$ cat config.mk
export PLATFORM = sky130hd
export DESIGN_NAME = coo_beat_issuer
export DESIGN_NICKNAME = d
export VERILOG_FILES = /design/src/rtl/coo_beat_issuer.sv
export SDC_FILE = /design/constraint.sdc
export NUM_CORES = 1
export LEC_CHECK = 0
export CAP_MARGIN = 10
export CORE_MARGIN = 2
export CORE_UTILIZATION = 45
export CTS_CLUSTER_DIAMETER = 60
export DETAILED_ROUTE_END_ITERATION = 10
export PLACE_DENSITY = 0.78
export SETUP_SLACK_MARGIN = 0.3
export SLEW_MARGIN = 20
export SYNTH_ARGS = -nofsm -noshare
export SYNTH_HDL_FRONTEND = slang
export SYNTH_SLANG_ARGS = --single-unit
$ cat constraint.sdc
create_clock -name clk -period 2.95 [get_ports clk]
set_input_delay 0.7375 -clock clk [delete_from_list [all_inputs] [get_ports clk]]
set_output_delay 0.7375 -clock clk [all_outputs]
set_load 0.05 [all_outputs]
$ cat src/rtl/coo_beat_issuer.sv
// coo_beat_issuer: reads packed COO nonzeros from a synchronous entry memory
// and packs them into NUM_CHANNELS-lane beats for the SpMV row accumulator.
// Each beat is presented with a one-cycle rdy pulse, and pulses are spaced at
// least ISSUE_GAP cycles apart. Lanes with no entry carry the sentinel
// (value=0, col_id=0, row_id=MATRIX_SIZE). The stream always ends with an
// all-sentinel beat.
//
// Handshake: rdy is a one-cycle valid strobe with no backpressure. The
// consumer must take values/col_id/row_id in the cycle rdy is high. The lane
// outputs are don't-care while rdy is low.
//
// dbg_state encoding: 0 IDLE, 1 REQ, 2 WAIT, 3 ISSUE, 4 GAP, 5 FLUSH, 6 DONE.
module coo_beat_issuer #(
  parameter int NUM_CHANNELS = 4,
  parameter int MATRIX_SIZE  = 128,
  parameter int ADDR_W       = 16,
  parameter int ISSUE_GAP    = 2
) (
  input  logic                         clk,
  input  logic                         rst_l,
  input  logic                         start,
  input  logic [31:0]                  nnz,
  output logic [ADDR_W-1:0]            mem_addr,
  output logic                         mem_rd,
  input  logic [95:0]                  mem_rdata,
  output logic [NUM_CHANNELS*32-1:0]   values,
  output logic [NUM_CHANNELS*32-1:0]   col_id,
  output logic [NUM_CHANNELS*32-1:0]   row_id,
  output logic                         rdy,
  output logic                         busy,
  output logic                         done,
  output logic                         err,
  output logic [2:0]                   dbg_state
);

  localparam int LC_W    = $clog2(NUM_CHANNELS + 1);
  // GAP cycles after each rdy: ISSUE_GAP-1, but never fewer than one, so two
  // rdy pulses are never adjacent.
  localparam int GAP_CYC = (ISSUE_GAP > 2) ? (ISSUE_GAP - 1) : 1;
  localparam int GC_W    = $clog2(GAP_CYC + 1);
  localparam logic [31:0] SENT_ROW = 32'(MATRIX_SIZE);

  typedef enum logic [2:0] {
    S_IDLE  = 3'd0,
    S_REQ   = 3'd1,
    S_WAIT  = 3'd2,
    S_ISSUE = 3'd3,
    S_GAP   = 3'd4,
    S_FLUSH = 3'd5,
    S_DONE  = 3'd6
  } state_t;

  state_t            r_state;
  state_t            w_next;

  logic [31:0]       r_rd_ptr;
  logic [31:0]       r_nnz_q;
  logic [LC_W-1:0]   r_lane_cnt;
  logic              r_pend_v;
  logic [95:0]       r_pend_d;
  logic [GC_W-1:0]   r_gap_cnt;
  logic              r_err;
  logic [31:0]       r_val [NUM_CHANNELS];
  logic [31:0]       r_col [NUM_CHANNELS];
  logic [31:0]       r_row [NUM_CHANNELS];

  logic              w_start_ok;
  logic [31:0]       w_rd_row;
  logic              w_row_bad;
  logic              w_conflict;
  logic [31:0]       w_ptr_next;
  logic              w_last_next;
  logic              w_lanes_full_next;
  logic              w_gap_first;
  logic              w_gap_leave;

  assign w_start_ok        = start && ((r_state == S_IDLE) || (r_state == S_DONE));
  assign w_rd_row          = mem_rdata[31:0];
  assign w_row_bad         = (w_rd_row >= SENT_ROW);
  assign w_ptr_next        = r_rd_ptr + 32'd1;
  assign w_last_next       = (w_ptr_next == r_nnz_q);
  assign w_lanes_full_next = (r_lane_cnt == LC_W'(NUM_CHANNELS - 1));
  assign w_gap_first       = (r_gap_cnt == '0);
  assign w_gap_leave       = (r_gap_cnt == GC_W'(GAP_CYC - 1));

  // Same-row conflict: the incoming row already sits in one of the filled lanes.
  always_comb begin
    w_conflict = 1'b0;
    for (int i = 0; i < NUM_CHANNELS; i++) begin
      if ((LC_W'(i) < r_lane_cnt) && (r_row[i] == w_rd_row)) begin
        w_conflict = 1'b1;
      end
    end
  end

  // State register.
  always_ff @(posedge clk or negedge rst_l) begin
    if (!rst_l) begin
      r_state <= S_IDLE;
    end else begin
      r_state <= w_next;
    end
  end

  // Next-state logic.
  always_comb begin
    w_next = r_state;
    case (r_state)
      S_IDLE, S_DONE: begin
        if (w_start_ok) begin
          w_next = (nnz == 32'd0) ? S_FLUSH : S_REQ;
        end
      end
      S_REQ: w_next = S_WAIT;
      S_WAIT: begin
        if (w_row_bad) begin
          if (w_last_next) begin
            w_next = (r_lane_cnt != '0) ? S_ISSUE : S_FLUSH;
          end else begin
            w_next = S_REQ;
          end
        end else if (w_conflict) begin
          w_next = S_ISSUE;
        end else if (w_lanes_full_next || w_last_next) begin
          w_next = S_ISSUE;
        end else begin
          w_next = S_REQ;
        end
      end
      S_ISSUE: w_next = S_GAP;
      S_GAP: begin
        if (w_gap_leave) begin
          if (r_pend_v) begin
            w_next = (w_last_next || (NUM_CHANNELS == 1)) ? S_ISSUE : S_REQ;
          end else if (r_rd_ptr == r_nnz_q) begin
            w_next = S_FLUSH;
          end else begin
            w_next = S_REQ;
          end
        end
      end
      S_FLUSH: w_next = S_DONE;
      default: w_next = S_IDLE;
    endcase
  end

  // Datapath: read pointer, lane fill, pending buffer, gap timer and error flag.
  always_ff @(posedge clk or negedge rst_l) begin
    if (!rst_l) begin
      r_rd_ptr   <= '0;
      r_nnz_q    <= '0;
      r_lane_cnt <= '0;
      r_pend_v   <= 1'b0;
      r_pend_d   <= '0;
      r_gap_cnt  <= '0;
      r_err      <= 1'b0;
      for (int i = 0; i < NUM_CHANNELS; i++) begin
        r_val[i] <= '0;
        r_col[i] <= '0;
        r_row[i] <= SENT_ROW;
      end
    end else begin
      case (r_state)
        S_IDLE, S_DONE: begin
          if (w_start_ok) begin
            r_nnz_q    <= nnz;
            r_rd_ptr   <= '0;
            r_lane_cnt <= '0;
            r_pend_v   <= 1'b0;
            r_err      <= 1'b0;
            for (int i = 0; i < NUM_CHANNELS; i++) begin
              r_val[i] <= '0;
              r_col[i] <= '0;
              r_row[i] <= SENT_ROW;
            end
          end
        end
        S_WAIT: begin
          if (w_row_bad) begin
            // Out-of-range row: flag it and skip the entry.
            r_err    <= 1'b1;
            r_rd_ptr <= w_ptr_next;
          end else if (w_conflict) begin
            // Hold the entry for the next beat; it is consumed when leaving GAP.
            r_pend_v <= 1'b1;
            r_pend_d <= mem_rdata;
          end else begin
            for (int i = 0; i < NUM_CHANNELS; i++) begin
              if (r_lane_cnt == LC_W'(i)) begin
                r_val[i] <= mem_rdata[95:64];
                r_col[i] <= mem_rdata[63:32];
                r_row[i] <= mem_rdata[31:0];
              end
            end
            r_lane_cnt <= r_lane_cnt + LC_W'(1);
            r_rd_ptr   <= w_ptr_next;
          end
        end
        S_ISSUE: begin
          r_gap_cnt <= '0;
        end
        S_GAP: begin
          if (w_gap_first) begin
            r_lane_cnt <= '0;
            for (int i = 0; i < NUM_CHANNELS; i++) begin
              r_val[i] <= '0;
              r_col[i] <= '0;
              r_row[i] <= SENT_ROW;
            end
          end
          if (!w_gap_leave) begin
            r_gap_cnt <= r_gap_cnt + GC_W'(1);
          end else if (r_pend_v) begin
            // Later assignments override the sentinel fill above.
            r_val[0]   <= r_pend_d[95:64];
            r_col[0]   <= r_pend_d[63:32];
            r_row[0]   <= r_pend_d[31:0];
            r_lane_cnt <= LC_W'(1);
            r_rd_ptr   <= w_ptr_next;
            r_pend_v   <= 1'b0;
          end
        end
        default: begin
        end
      endcase
    end
  end

  // Flatten the lane registers onto the beat buses.
  always_comb begin
    values = '0;
    col_id = '0;
    row_id = '0;
    for (int i = 0; i < NUM_CHANNELS; i++) begin
      values[i*32 +: 32] = r_val[i];
      col_id[i*32 +: 32] = r_col[i];
      row_id[i*32 +: 32] = r_row[i];
    end
  end

  assign mem_addr  = r_rd_ptr[ADDR_W-1:0];
  assign mem_rd    = (r_state == S_REQ);
  assign rdy       = (r_state == S_ISSUE) || (r_state == S_FLUSH);
  assign busy      = (r_state != S_IDLE) && (r_state != S_DONE);
  assign done      = (r_state == S_DONE);
  assign err       = r_err;
  assign dbg_state = r_state;

endmodule

After elaboration in Yosys (flattened, before gate mapping)
Cells that the tools add are included.
{"block": "word_totals", "output_inout_bits": 408, "ff_bits": 553, "wordCells": 156, "inputBits": 131}
{"block": "op_classes", "n_addsub": 3, "bitwise_logic": 1, "reduce_logical": 29, "magnitude_cmp": 5, "n_eq_ne": 28, "muxes": 70}
{"cell": "two-way mux 128 bit", "count": 11}
{"cell": "case mux 128 bit (3 select lines)", "count": 3}
{"cell": "two-way mux 32 bit", "count": 23}
{"cell": "== test 32 bit", "count": 6}
{"cell": "case mux 32 bit (3 select lines)", "count": 1}
{"cell": "two-way mux 3 bit", "count": 14}
{"cell": "adder 32 x 1 -> 32 bit (second input constant)", "count": 1}
{"cell": "greater-or-equal comparator 32 x 8 -> 1 bit (second input constant)", "count": 1}
{"cell": "logical NOT 32 bit", "count": 1}
{"cell": "!= test 2 bit (second input constant)", "count": 11}
{"cell": "case mux 3 bit (6 select lines)", "count": 1}
{"cell": "AND reduction 6 bit", "count": 3}
{"cell": "AND reduction 5 bit", "count": 3}
{"cell": "== test 3 x 2 -> 1 bit (second input constant)", "count": 4}
{"cell": "two-way mux 1 bit", "count": 10}
{"cell": "== test 3 bit (second input constant)", "count": 3}
{"cell": "case mux 3 bit (3 select lines)", "count": 1}
{"cell": "nonzero test 3 bit", "count": 3}
{"cell": "== test 3 x 1 -> 1 bit (second input constant)", "count": 2}
{"cell": "logical AND 1 bit", "count": 6}
{"cell": "logical NOT 3 bit", "count": 2}
{"cell": "less-than comparator 1 x 3 -> 1 bit (first input constant)", "count": 2}
{"cell": "less-than comparator 2 x 3 -> 1 bit (first input constant)", "count": 2}
{"cell": "two-way mux 2 bit", "count": 3}
{"cell": "other kinds (12)", "count": 19}

Logic depth before layout (Yosys ltp)
Gate-level depths: netlist of the first run.
{"block": "logic_depth", "word_depth": 9, "mapped_depth": 12, "ltp_nobuf": 9}

Least setup slack after synthesis of the first run
No wires, ideal clock.
{"block": "synth_path", "path_type": "input to register", "from": "input port mem_rdata[1]", "to": "register r_val (netlist bit values[69])", "path_stages": 10, "path_slack_ns": -0.142, "n_path_buf": 3, "t_required_ns": 2.825, "arrival_ns": 2.967, "setup_time_ns": 0.125, "cell_sequence": "buf_2 xor2_1 nor4_1 nand4_1 nor4_2 nor4_4 a41oi_2 buf_2 buf_4 mux2_2"}
{"block": "synth_via", "elab_chain_cells": 8, "elab_cells_between_ends": 16, "classes_between": "order compare (1); eq/ne (6); mux (4); reduce/logical (5)"}
{"item": "from (decl)", "line_no": "25", "rtl": "input logic [95:0] mem_rdata,"}
{"item": "== test 32 bit", "line_no": "90", "rtl": "if ((LC_W'(i) < r_lane_cnt) && (r_row[i] == w_rd_row)) begin"}
{"item": "logical AND 1 bit", "line_no": "90"}
{"item": "two-way mux 1 bit (4 in series)", "line_no": "90"}
{"item": "!= test 2 bit (no source line)"}
{"item": "AND reduction 6 bit (no source line) (*)"}
{"item": "to (signal, indexed assignment)", "line_no": "190", "rtl": "r_val[i] <= mem_rdata[95:64];"}
{"item": "to (decl)", "line_no": "63", "rtl": "logic [31:0] r_val [NUM_CHANNELS];"}
Every way passes the cells marked *; elsewhere a longest branch is shown, timed or not.
A chain may end at the register's enable or synchronous reset.

Final worst setup path of the first run
{"block": "layout_path", "from": "input port mem_rdata[28]", "to": "register r_col (netlist bit col_id[13])"}
{"block": "layout_via", "elab_chain_cells": 8, "elab_cells_between_ends": 16, "classes_between": "order compare (1); eq/ne (6); mux (4); reduce/logical (5)"}
{"item": "== test 32 bit", "line_no": "90"}
{"item": "logical AND 1 bit", "line_no": "90"}
{"item": "two-way mux 1 bit (4 in series)", "line_no": "90"}
{"item": "!= test 2 bit (no source line)"}
{"item": "AND reduction 5 bit (no source line) (*)"}
{"item": "to (signal, indexed assignment)", "line_no": "191", "rtl": "r_col[i] <= mem_rdata[63:32];"}
{"item": "to (decl)", "line_no": "64", "rtl": "logic [31:0] r_col [NUM_CHANNELS];"}
Marked as above.

==> impl_metrics.toml, run 1 <==
[status]
status = "finished, violations left"
violations = "negative setup slack"

[clocking]
insertion_delay_ns = 0.65
cts.sinks = 552
tritoncts = "yes"
htree_num_levels = 2
cts_buffers = 58
clk_pin_slew_worst_paths_ns = 0.06
cts-root-buf = "clkbuf_16"
clk_path_buf_depth = 3

[final_layout]
drive_gt1_share_pct = 33.4
syn2layout_area_growth_pct = 57.3
finish.instance_area_mm2 = 0.0390
final_nets = 2983
fin_util_pct = 71.3
stdcell_count = 3602

[setup_path]
end_kind = "register"
critPathBufInv = 9
crit_chain = "clkdlybuf4s15_2 > xor2_2 > nor4_2 > buf_4 > nand4_1 > buf_4 > nor4_4 > nor4_4 > buf_4 > buf_6 > a21oi_4 > buf_6 > nor2_4 > buf_12 > buf_8 > buf_16 > mux2i_1"
max_stage_delay_ns = 0.32
worst_path_max_delay_cell = "nor4_2"
startpoint_type = "input port"
crit_family = "buffers and inverters"
worstPathMaxFanout = 8
critical_path_required_ns = 3.50
worstPathArrival_ns = 3.64
path_class = "input port to register"
crit_path_frequent_cell = "buf_4"
r2r_slack_ns = -0.14
crit_cells = 17
r2r_cells = 16

[synthesis]
synthFlopType = "dfrtp_1"
async_flop_share_pct = 100
ys_top_cells_by_area = "dfrtp_1 55%, mux2_2 14%, xor2_1 4.3%"
syn-instance-count = 2043
ys_warn_count = 0
synth.top_cell.area_share_pct = 55.3
syn_nets = 2178
yosysSeqAreaShare_pct = 55.7
synthesis.area_mm2 = 0.0248
synth_edf_count = 0
synth_area_per_cell_um2 = 12.1
ys_ff_latch = 552
synth_top_area_cell = "dfrtp_1"
synth_cell_types = 59

[timing]
rsz0062_at_grt = "yes"
worst_clock_skew_ns = 0.0479
period_share_pct = 105
setup_violations = 189
worst_slack_ns = -0.144
worst_pin_slew_ns = 0.737
fmaxAchievable_mhz = 323
hold_viol_final = 0
slew_headroom_pct = 50.8
tns_ns = -7.67
maxSlewViolCount = 0
finalCriticalPeriod_ns = 3.09
whs_ns = 0.0999

[die]
rows = 86
fp.dieH_um = 239
core_mm2 = 0.0548
die_w_um = 239
ios = 539
start_util_pct = 45.3
dieArea_mm2 = 0.0570

[global_route]
antenna_found_initial = 4
grt_max_degree = 78
grt_pass1_wl_um = 140000
gr-total-overflow = 0
grtUsageMet3_pct = 7.99
gr-usage-met2_pct = 53.3
busiest_layer = "met2"
grt.met1_usage_pct = 42.0
grt_pass1_vias = 21300
grt.total_usage_pct = 32.8

[power]
ir_worst_vdd_mv = 1.34
static-leakage-power_nw = 18.1
powerDensity_mw_per_mm2 = 1190
netSwitchingFraction_pct = 44.3
clkPwrFrac_pct = 16.5
switching_power_mw = 20.5
internal-power_mw = 25.8
power.total_mw = 46.3
seqPwrFrac_pct = 25.3
pwr-share-comb_pct = 58.2

[routing]
dr.pass1.iters = 6
drcViolationCount = 0
via_per_inst = 5.68
ant_nets = 0
routed_wl_um = 97300
wl_per_cell_um = 27.0
drtIter0Drc = 1618
vias = 20500

[place]
dp_slack_ns = -1.08
dpl.hpwl_um = 62600
gp_congestion = 0.988
port_buffers = 538
place_area_mm2 = 0.0329
dp.cells = 3344

[worst_hold_path]
hp-class = "input port to asynchronous set/reset pin"

[job]
drv_cap = 0
==> cells in the mapped netlist, types with 2 or more instances <==
library cell	count
a21oi_1	88
a311oi_1	4
a31oi_1	7
and2_1	127
and3_1	3
and4_1	9
buf_2	72
buf_4	23
buf_6	3
clkbuf_1	51
dfrtp_1	548
dfstp_2	4
ha_1	4
inv_1	89
mux2_1	2
mux2_2	303
mux2_4	13
mux2i_1	73
nand2_1	75
nand2b_1	8
nand3_1	28
nand4_1	31
nor2_1	39
nor2b_1	52
nor3_1	12
nor3_2	2
nor4_1	47
nor4_2	3
nor4_4	2
o211ai_1	4
o21ai_0	70
o22ai_1	2
o31ai_1	27
o41ai_1	3
or2_2	5
or3_1	7
or4_1	2
xnor2_1	60
xor2_1	121
==> metal layers <==
layer | part of all wire [%] | vias to the layer above | routed length [um]
li1 | - | 8603 | -
met1 | 38 | 10500 | 36900
met2 | 48 | 1051 | 46900
met3 | 8.9 | 299 | 8640
met4 | 5.0 | 2 | 4820
met5 | 0.011 | - | 11
==> logic make-up after synthesis <==
kind of cell | synth area share [%]
and+or+nand+nor | 10.6
AOI/OAI and AO/OA | 5.11
xor gates and xnor gates | 6.39
adders and majority gates | 0.202
buffers and inverters | 4.44
muxes | 17.6
DFF | 55.7
==> flip-flops by register name, summed over array words and instances, names as in the netlist <==
name,cells
col_id,128
row_id,128
values,128
r_pend_d,96
r_nnz_q,32
r_rd_ptr,32
dbg_state,3
r_lane_cnt,3
err,1
r_pend_v,1
==> cell type report <==
| class | count | area, um^2 |
|---|---|---|
| Fill cell | 3389 | 15700 |
| Sequential cell | 552 | 13800 |
| Multi-Input combinational cell | 1251 | 11800 |
| Timing Repair Buffer | 896 | 10200 |
| Clock buffer | 82 | 1710 |
| Tap cell | 704 | 881 |
| Inverter | 89 | 334 |
| Clock inverter | 25 | 295 |
| Antenna cell | 3 | 7.51 |
==> cells in the final DEF, fill, tap and decap left out, types with 10 or more instances in the layout <==
master / instances
a21oi_1: 88
and2_1: 108
and2_4: 19
buf_12: 78
buf_16: 43
buf_4: 178
buf_6: 48
buf_8: 12
clkbuf_16: 62
clkbuf_8: 17
clkdlybuf4s15_2: 10
clkdlybuf4s50_1: 500
dfrtp_1: 537
dfrtp_2: 11
dlygate4sd2_1: 10
inv_1: 89
mux2_2: 61
mux2_4: 257
mux2i_1: 66
nand2_1: 74
nand3_1: 24
nand4_1: 31
nor2_1: 34
nor2b_1: 36
nor2b_4: 16
nor4_1: 33
nor4_2: 11
o21ai_0: 42
o21ai_1: 21
o31ai_2: 13
o31ai_4: 12
xnor2_1: 60
xor2_1: 99
xor2_2: 22
==> power by group through the flow <==
stage	clock (mW)	combinational, mW	sequential (mW)
finish	7.63	27.0	11.7
CTS	7.64	25.7	11.6
detailed placement	0	21.4	11.6
global placement	0	21.2	11.5
floorplan	0	6.44	18.1
global route	8.01	27.7	11.9
==> what timing repair did <==
item | in CTS | in global routing
setup endpoints to repair | 653 | 690
pin swaps | 29 | 27
resized for setup | 375 | 186
hold buffers | 0 | 0
gates cloned | 40 | 4
hold endpoints to repair | 0 | 0
buffers inserted | 73 | 31
==> worst paths after layout <==
| path | start | endpoint |
|---|---|---|
| max | mem_rdata[28] | col_id[13] |
| min | rst_l | row_id[57] |
| max reg2reg | row_id[60] | col_id[13] |
| min reg2reg | r_pend_d[16] | row_id[16] |
| max in group asynchronous | rst_l | row_id[39] |
| min in group clk | r_pend_d[16] | row_id[16] |
Power figures use the tool's default switching activity.
==> run 2, diff against run 1 <==
- GPL_ROUTABILITY_DRIVEN: unset -> 0
==> run 2 against run 1 <==
Against the previous run: the flow still finishes with violations (negative setup slack); sequential share of layout area is 1.5 points higher; die area stayed put; flip-flop and latch count stayed put; global-route usage is 2.5 points lower; count of clock-buffer cells in the layout is 4 lower; combinational power is 6% lower; setup slack better by 0.057 ns; critical endpoint is now col_id[82].
==> impl_metrics.toml, run 2 (synthesized netlist as in run 1, its figures left out) <==
[setup_path]
worst_path_max_delay_cell = "nor4_4"
worstPathArrival_ns = 3.55
path_class = "input port to register"
worstPathMaxFanout = 5
crit_path_frequent_cell = "buf_12"
crit_cells = 13
crit_family = "buffers and inverters"
critPathBufInv = 7
r2r_end = "col_id[82]"
end_kind = "register"
r2r_slack_ns = -0.02
crit_chain = "dlygate4sd2_1 > buf_4 > xnor2_2 > nand4_1 > nor4_4 > nor4_4 > buf_12 > a41oi_4 > buf_6 > buf_12 > buf_12 > clkbuf_16 > mux2_2"
r2r_cells = 12
rr_startpoint = "row_id[29]"
critical_path_required_ns = 3.47
startpoint_type = "input port"
max_stage_delay_ns = 0.42

[timing]
rsz0062_at_grt = "yes"
hold_viol_final = 0
worst_pin_slew_ns = 0.692
whs_ns = 0.0890
worst_slack_ns = -0.0875
slew_headroom_pct = 53.8
finalCriticalPeriod_ns = 3.04
worst_clock_skew_ns = 0.0325
period_share_pct = 103
tns_ns = -3.25
setup_violations = 103
maxSlewViolCount = 0
fmaxAchievable_mhz = 329

[clocking]
clk_pin_slew_worst_paths_ns = 0.06
cts.sinks = 552
clk_path_buf_depth = 3
insertion_delay_ns = 0.64
ctsHoldBuffers = 0
htree_num_levels = 2
tritoncts = "yes"
cts-root-buf = "clkbuf_16"
cts_buffers = 58

[worst_hold_path]
hp-class = "input port to asynchronous set/reset pin"

[global_route]
grt_pass1_vias = 20500
grt.total_usage_pct = 30.2
grt_pass1_wl_um = 130000
antenna_found_initial = 6
grt_max_degree = 91
gr-total-overflow = 0

[routing]
wl_per_cell_um = 26.0
dr.pass1.iters = 8
via_per_inst = 5.66
vias = 20100
ant_nets = 0
drtIter0Drc = 1959
routed_wl_um = 92400
drcViolationCount = 0

[power]
netSwitchingFraction_pct = 44.4
ir_worst_vdd_mv = 1.09
switching_power_mw = 19.9
pwr-share-comb_pct = 56.9
internal-power_mw = 24.9
clkPwrFrac_pct = 17.3
static-leakage-power_nw = 17.2
powerDensity_mw_per_mm2 = 1190
power.total_mw = 44.7
seqPwrFrac_pct = 25.8

[die]
rows = 86
core_mm2 = 0.0548
ios = 539
die_w_um = 239
start_util_pct = 45.3
dieArea_mm2 = 0.0570
fp.dieH_um = 239

[final_layout]
multi_input_area_mm2 = 0.0110
final_nets = 2925
final_cell_mix = "530 x dfrtp_1, 498 x clkdlybuf4s50_1, 175 x mux2_2, 164 x buf_4, 143 x mux2_4"
fin_util_pct = 68.5
syn2layout_area_growth_pct = 51.1
fill_cells = 3585
final_common_cell = "dfrtp_1"
drive_gt1_share_pct = 30.1
seq_area_mm2 = 0.0138

[job]
drv_cap = 0

[place]
port_buffers = 538
dpl.hpwl_um = 59800

[status]
status = "finished, violations left"
violations = "negative setup slack"
run 2: cell count changes in the layout (fill, tap and decap cells not counted), moves of 16 or more:
cell and delta:
o31ai_1 +24, buf_6 -18, buf_12 -32, clkbuf_16 +19
o21ai_0 +23, and2_1 +19, o21ai_1 -16, mux2_2 +114
mux2_4 -114, and2_4 -19
run 2: what timing repair did:
| item | in CTS | in global routing |
|---|---|---|
| buffers inserted | 43 | 35 |
| cloned | 23 | 23 |
| pin swaps | 35 | 29 |
| setup endpoints to repair | 643 | 666 |
| gates resized for setup | 190 | 130 |
run 2: area by class of cell:
type                       instances  area share, %
antenna                            5         0.0334
tap                              704           2.35
timing repair buffer             838           25.0
inverter                          89          0.891
clock inverter                    32           1.03
sequential                       552           36.9
clock buffer                      78           4.34
multi-input combinational       1251           29.4
run 2: metal layers:
metal	share of wire (%)	track usage, %	vias up
met1	39	39.0	10200
met2	48	49.0	1062
met3	8.5	7.62	311
met4	5.0	12.1	4
li1	-	-	8494
met5	0.029	0	-
run 2: worst max-delay path by stage:
stage,startpoint,end
2_1_floorplan,mem_rdata[7],col_id[48]
3_3_place_gp,mem_rdata[1],col_id[34]
3_5_place_dp,mem_rdata[1],col_id[78]
4_1_cts,row_id[38],values[126]
5_1_grt,mem_rdata[3],col_id[81]
6_report,mem_rdata[3],col_id[82]
run 2: stage by stage:
step	worst slack, ns	area, um^2	instances
after CTS	0.0504	36200	3486
after global placement	-0.950	32600	3310
final	-0.0875	37500	3549
after global routing	-0.0781	37500	3548
after detailed placement	-1.05	32600	3310
after floorplan	0.0414	25500	2043
run 2: power groups by stage:
| stage | sequential (mW) | combinational, mW | clock (mW) |
|---|---|---|---|
| CTS | 11.5 | 23.7 | 7.77 |
| finish | 11.6 | 25.4 | 7.73 |
| detailed placement | 11.5 | 21.1 | 0 |
| global placement | 11.4 | 20.8 | 0 |
| global route | 11.8 | 26.1 | 8.09 |
| floorplan | 18.1 | 6.44 | 0 |
run 2: worst reg2reg max path, stage by stage (launching register included):
cell,delay [ns]
dfrtp_2,0.45
xor2_1,0.19
a311oi_2,0.38
nand3_2,0.15
nor4_4,0.38
nor4_4,0.10
buf_12,0.15
a41oi_4,0.16
buf_6,0.15
buf_12,0.14
buf_12,0.15
clkbuf_16,0.16
mux2_2,0.33
==> run 3, diff against run 2 <==
- CORE_ASPECT_RATIO: unset -> 1.1
- CTS_BUF_LIST: unset -> sky130_fd_sc_hd__clkbuf_4 sky130_fd_sc_hd__clkbuf_8
==> run 3 against run 2 <==
Against the previous run: the flow still finishes with violations (negative setup slack); largest cell class unchanged; power up 1.7%; register-to-register slack got worse by 0.12 ns; utilization grew 2.0 points; clock skew is 0.019 ns higher; hold slack gained 0.33 ns; critical path depth unchanged.
==> impl_metrics.toml, run 3 (synthesized netlist as in run 1, its figures left out) <==
[final_layout]
seq_area_mm2 = 0.0138
final_nets = 2969
drive_gt1_share_pct = 34.7
multi_input_area_mm2 = 0.0120
final_common_cell = "dfrtp_1"
fill_cells = 3404
stdcell_count = 3649
final_cell_mix = "525 x dfrtp_1, 495 x clkdlybuf4s50_1, 247 x mux2_4, 160 x buf_4, 120 x and2_1"
syn2layout_area_growth_pct = 55.5

[setup_path]
startpoint_type = "register"
critical_path_required_ns = 3.51
r2r_slack_ns = -0.14
path_class = "register to register"
r2r_end = "col_id[50]"
worstPathMaxFanout = 6
worstPathArrival_ns = 3.65
end_kind = "register"
rr_startpoint = "row_id[70]"
r2r_cells = 13

[clocking]
insertion_delay_ns = 0.71
clk_pin_slew_worst_paths_ns = 0.06
cts.sinks = 552
cts_buffers = 92
cts-root-buf = "clkbuf_8"
htree_num_levels = 3
clk_path_buf_depth = 3
tritoncts = "yes"

[global_route]
antenna_found_initial = 8
grt.total_usage_pct = 29.7
grt_pass1_wl_um = 130000
gr-total-overflow = 0
grt_max_degree = 73
grt_pass1_vias = 20900

[place]
port_buffers = 538
dp.cells = 3340
dp_slack_ns = -0.997
dpl.hpwl_um = 58000

[timing]
hold_viol_final = 0
fmaxAchievable_mhz = 324
slew_headroom_pct = 38.6
worst_slack_ns = -0.139
worst_pin_slew_ns = 0.922
rsz0062_at_grt = "yes"
period_share_pct = 105
maxSlewViolCount = 0
worst_clock_skew_ns = 0.0511
finalCriticalPeriod_ns = 3.09
setup_violations = 239

[worst_hold_path]
min-delay-start = "mem_rdata[4]"
hold_depth = 2
hold_end = "r_pend_d[4]"
hp-class = "input port to register"

[routing]
vias = 20800
drtIter0Drc = 2115
routed_wl_um = 97100
drcViolationCount = 0
wl_per_cell_um = 26.6
ant_nets = 0
via_per_inst = 5.71
dr.pass1.iters = 9

[die]
ios = 539
rows = 90
fp.dieH_um = 250
core_mm2 = 0.0547
die_w_um = 228
dieArea_mm2 = 0.0570
start_util_pct = 45.3

[status]
violations = "negative setup slack"
status = "finished, violations left"

[power]
ir_worst_vdd_mv = 1.15
powerDensity_mw_per_mm2 = 1180
static-leakage-power_nw = 17.9

[job]
drv_cap = 0
[run 3: repair_timing]
item / CTS / global route
setup endpoints to repair: 866 / 858
endpoints found under the hold margin: 6 / 0
pin swaps: 11 / 97
gates resized for setup: 167 / 400
gates cloned: 14 / 34
hold buffers: 1 / 0
buffers inserted: 27 / 60
[run 3: how the worst max path moves through the flow]
| stage | from | to | depth (start not counted) |
|---|---|---|---|
| after floorplan | mem_rdata[7] | col_id[48] | 11 |
| after global placement | mem_rdata[21] | values[104] | 11 |
| after detailed placement | mem_rdata[1] | values[103] | 13 |
| after CTS | row_id[54] | values[83] | 10 |
| after global routing | row_id[103] | col_id[42] | 12 |
| final | row_id[70] | col_id[50] | 13 |
[run 3: worst max-delay path, stage by stage (launching register included)]
cell       delay [ns]
dfrtp_1          0.41
xor2_1           0.16
buf_4            0.16
nor4_2           0.38
nand3_2          0.19
nor4_4           0.34
nor4_4           0.11
buf_4            0.16
a21oi_4          0.18
nor3_4           0.06
buf_12           0.14
clkbuf_16        0.17
clkbuf_16        0.19
mux2_4           0.30
[run 3: through the flow]
step                      hold WS [ns]  setup TNS [ns]  util [%]  area, um^2  total power [mW]
final                            0.418          -13.58      70.5       38600              45.5
after global routing             0.399          -39.68      70.5       38600              46.8
after CTS                        0.464           -1.11      65.4       35800              42.2
after detailed placement         0.451         -471.25      59.4       32500              32.5
after global placement           0.450         -452.60      59.4       32500              32.2
after floorplan                  0.438               0         -       25500              24.5
[run 3: layout make-up]
| type | instances | share of cell area [%] |
|---|---|---|
| multi-input combinational | 1251 | 31.1 |
| antenna | 6 | 0.0389 |
| timing repair buffer | 848 | 24.3 |
| inverter | 89 | 0.866 |
| clock inverter | 28 | 0.934 |
| sequential | 552 | 35.9 |
| clock buffer | 139 | 4.49 |
| tap | 736 | 2.39 |
[run 3: routing by layer]
| metal | up-vias | track usage, % | wire, um |
|---|---|---|---|
| li1 | 8580 | - | - |
| met5 | - | 0 | 24 |
| met2 | 1306 | 48.5 | 46500 |
| met3 | 422 | 9.18 | 9590 |
| met4 | 4 | 15.2 | 6070 |
| met1 | 10500 | 35.7 | 35000 |
[run 3: power by group]
part | internal (mW) | leakage (nW) | total [mW] | switching [mW]
Combinational | 10.9 | 9.28 | 26.0 | 15.1
Clock | 4.40 | 1.10 | 7.77 | 3.37
Sequential | 9.81 | 7.49 | 11.7 | 1.88
Total | 25.1 | 17.9 | 45.5 | 20.4
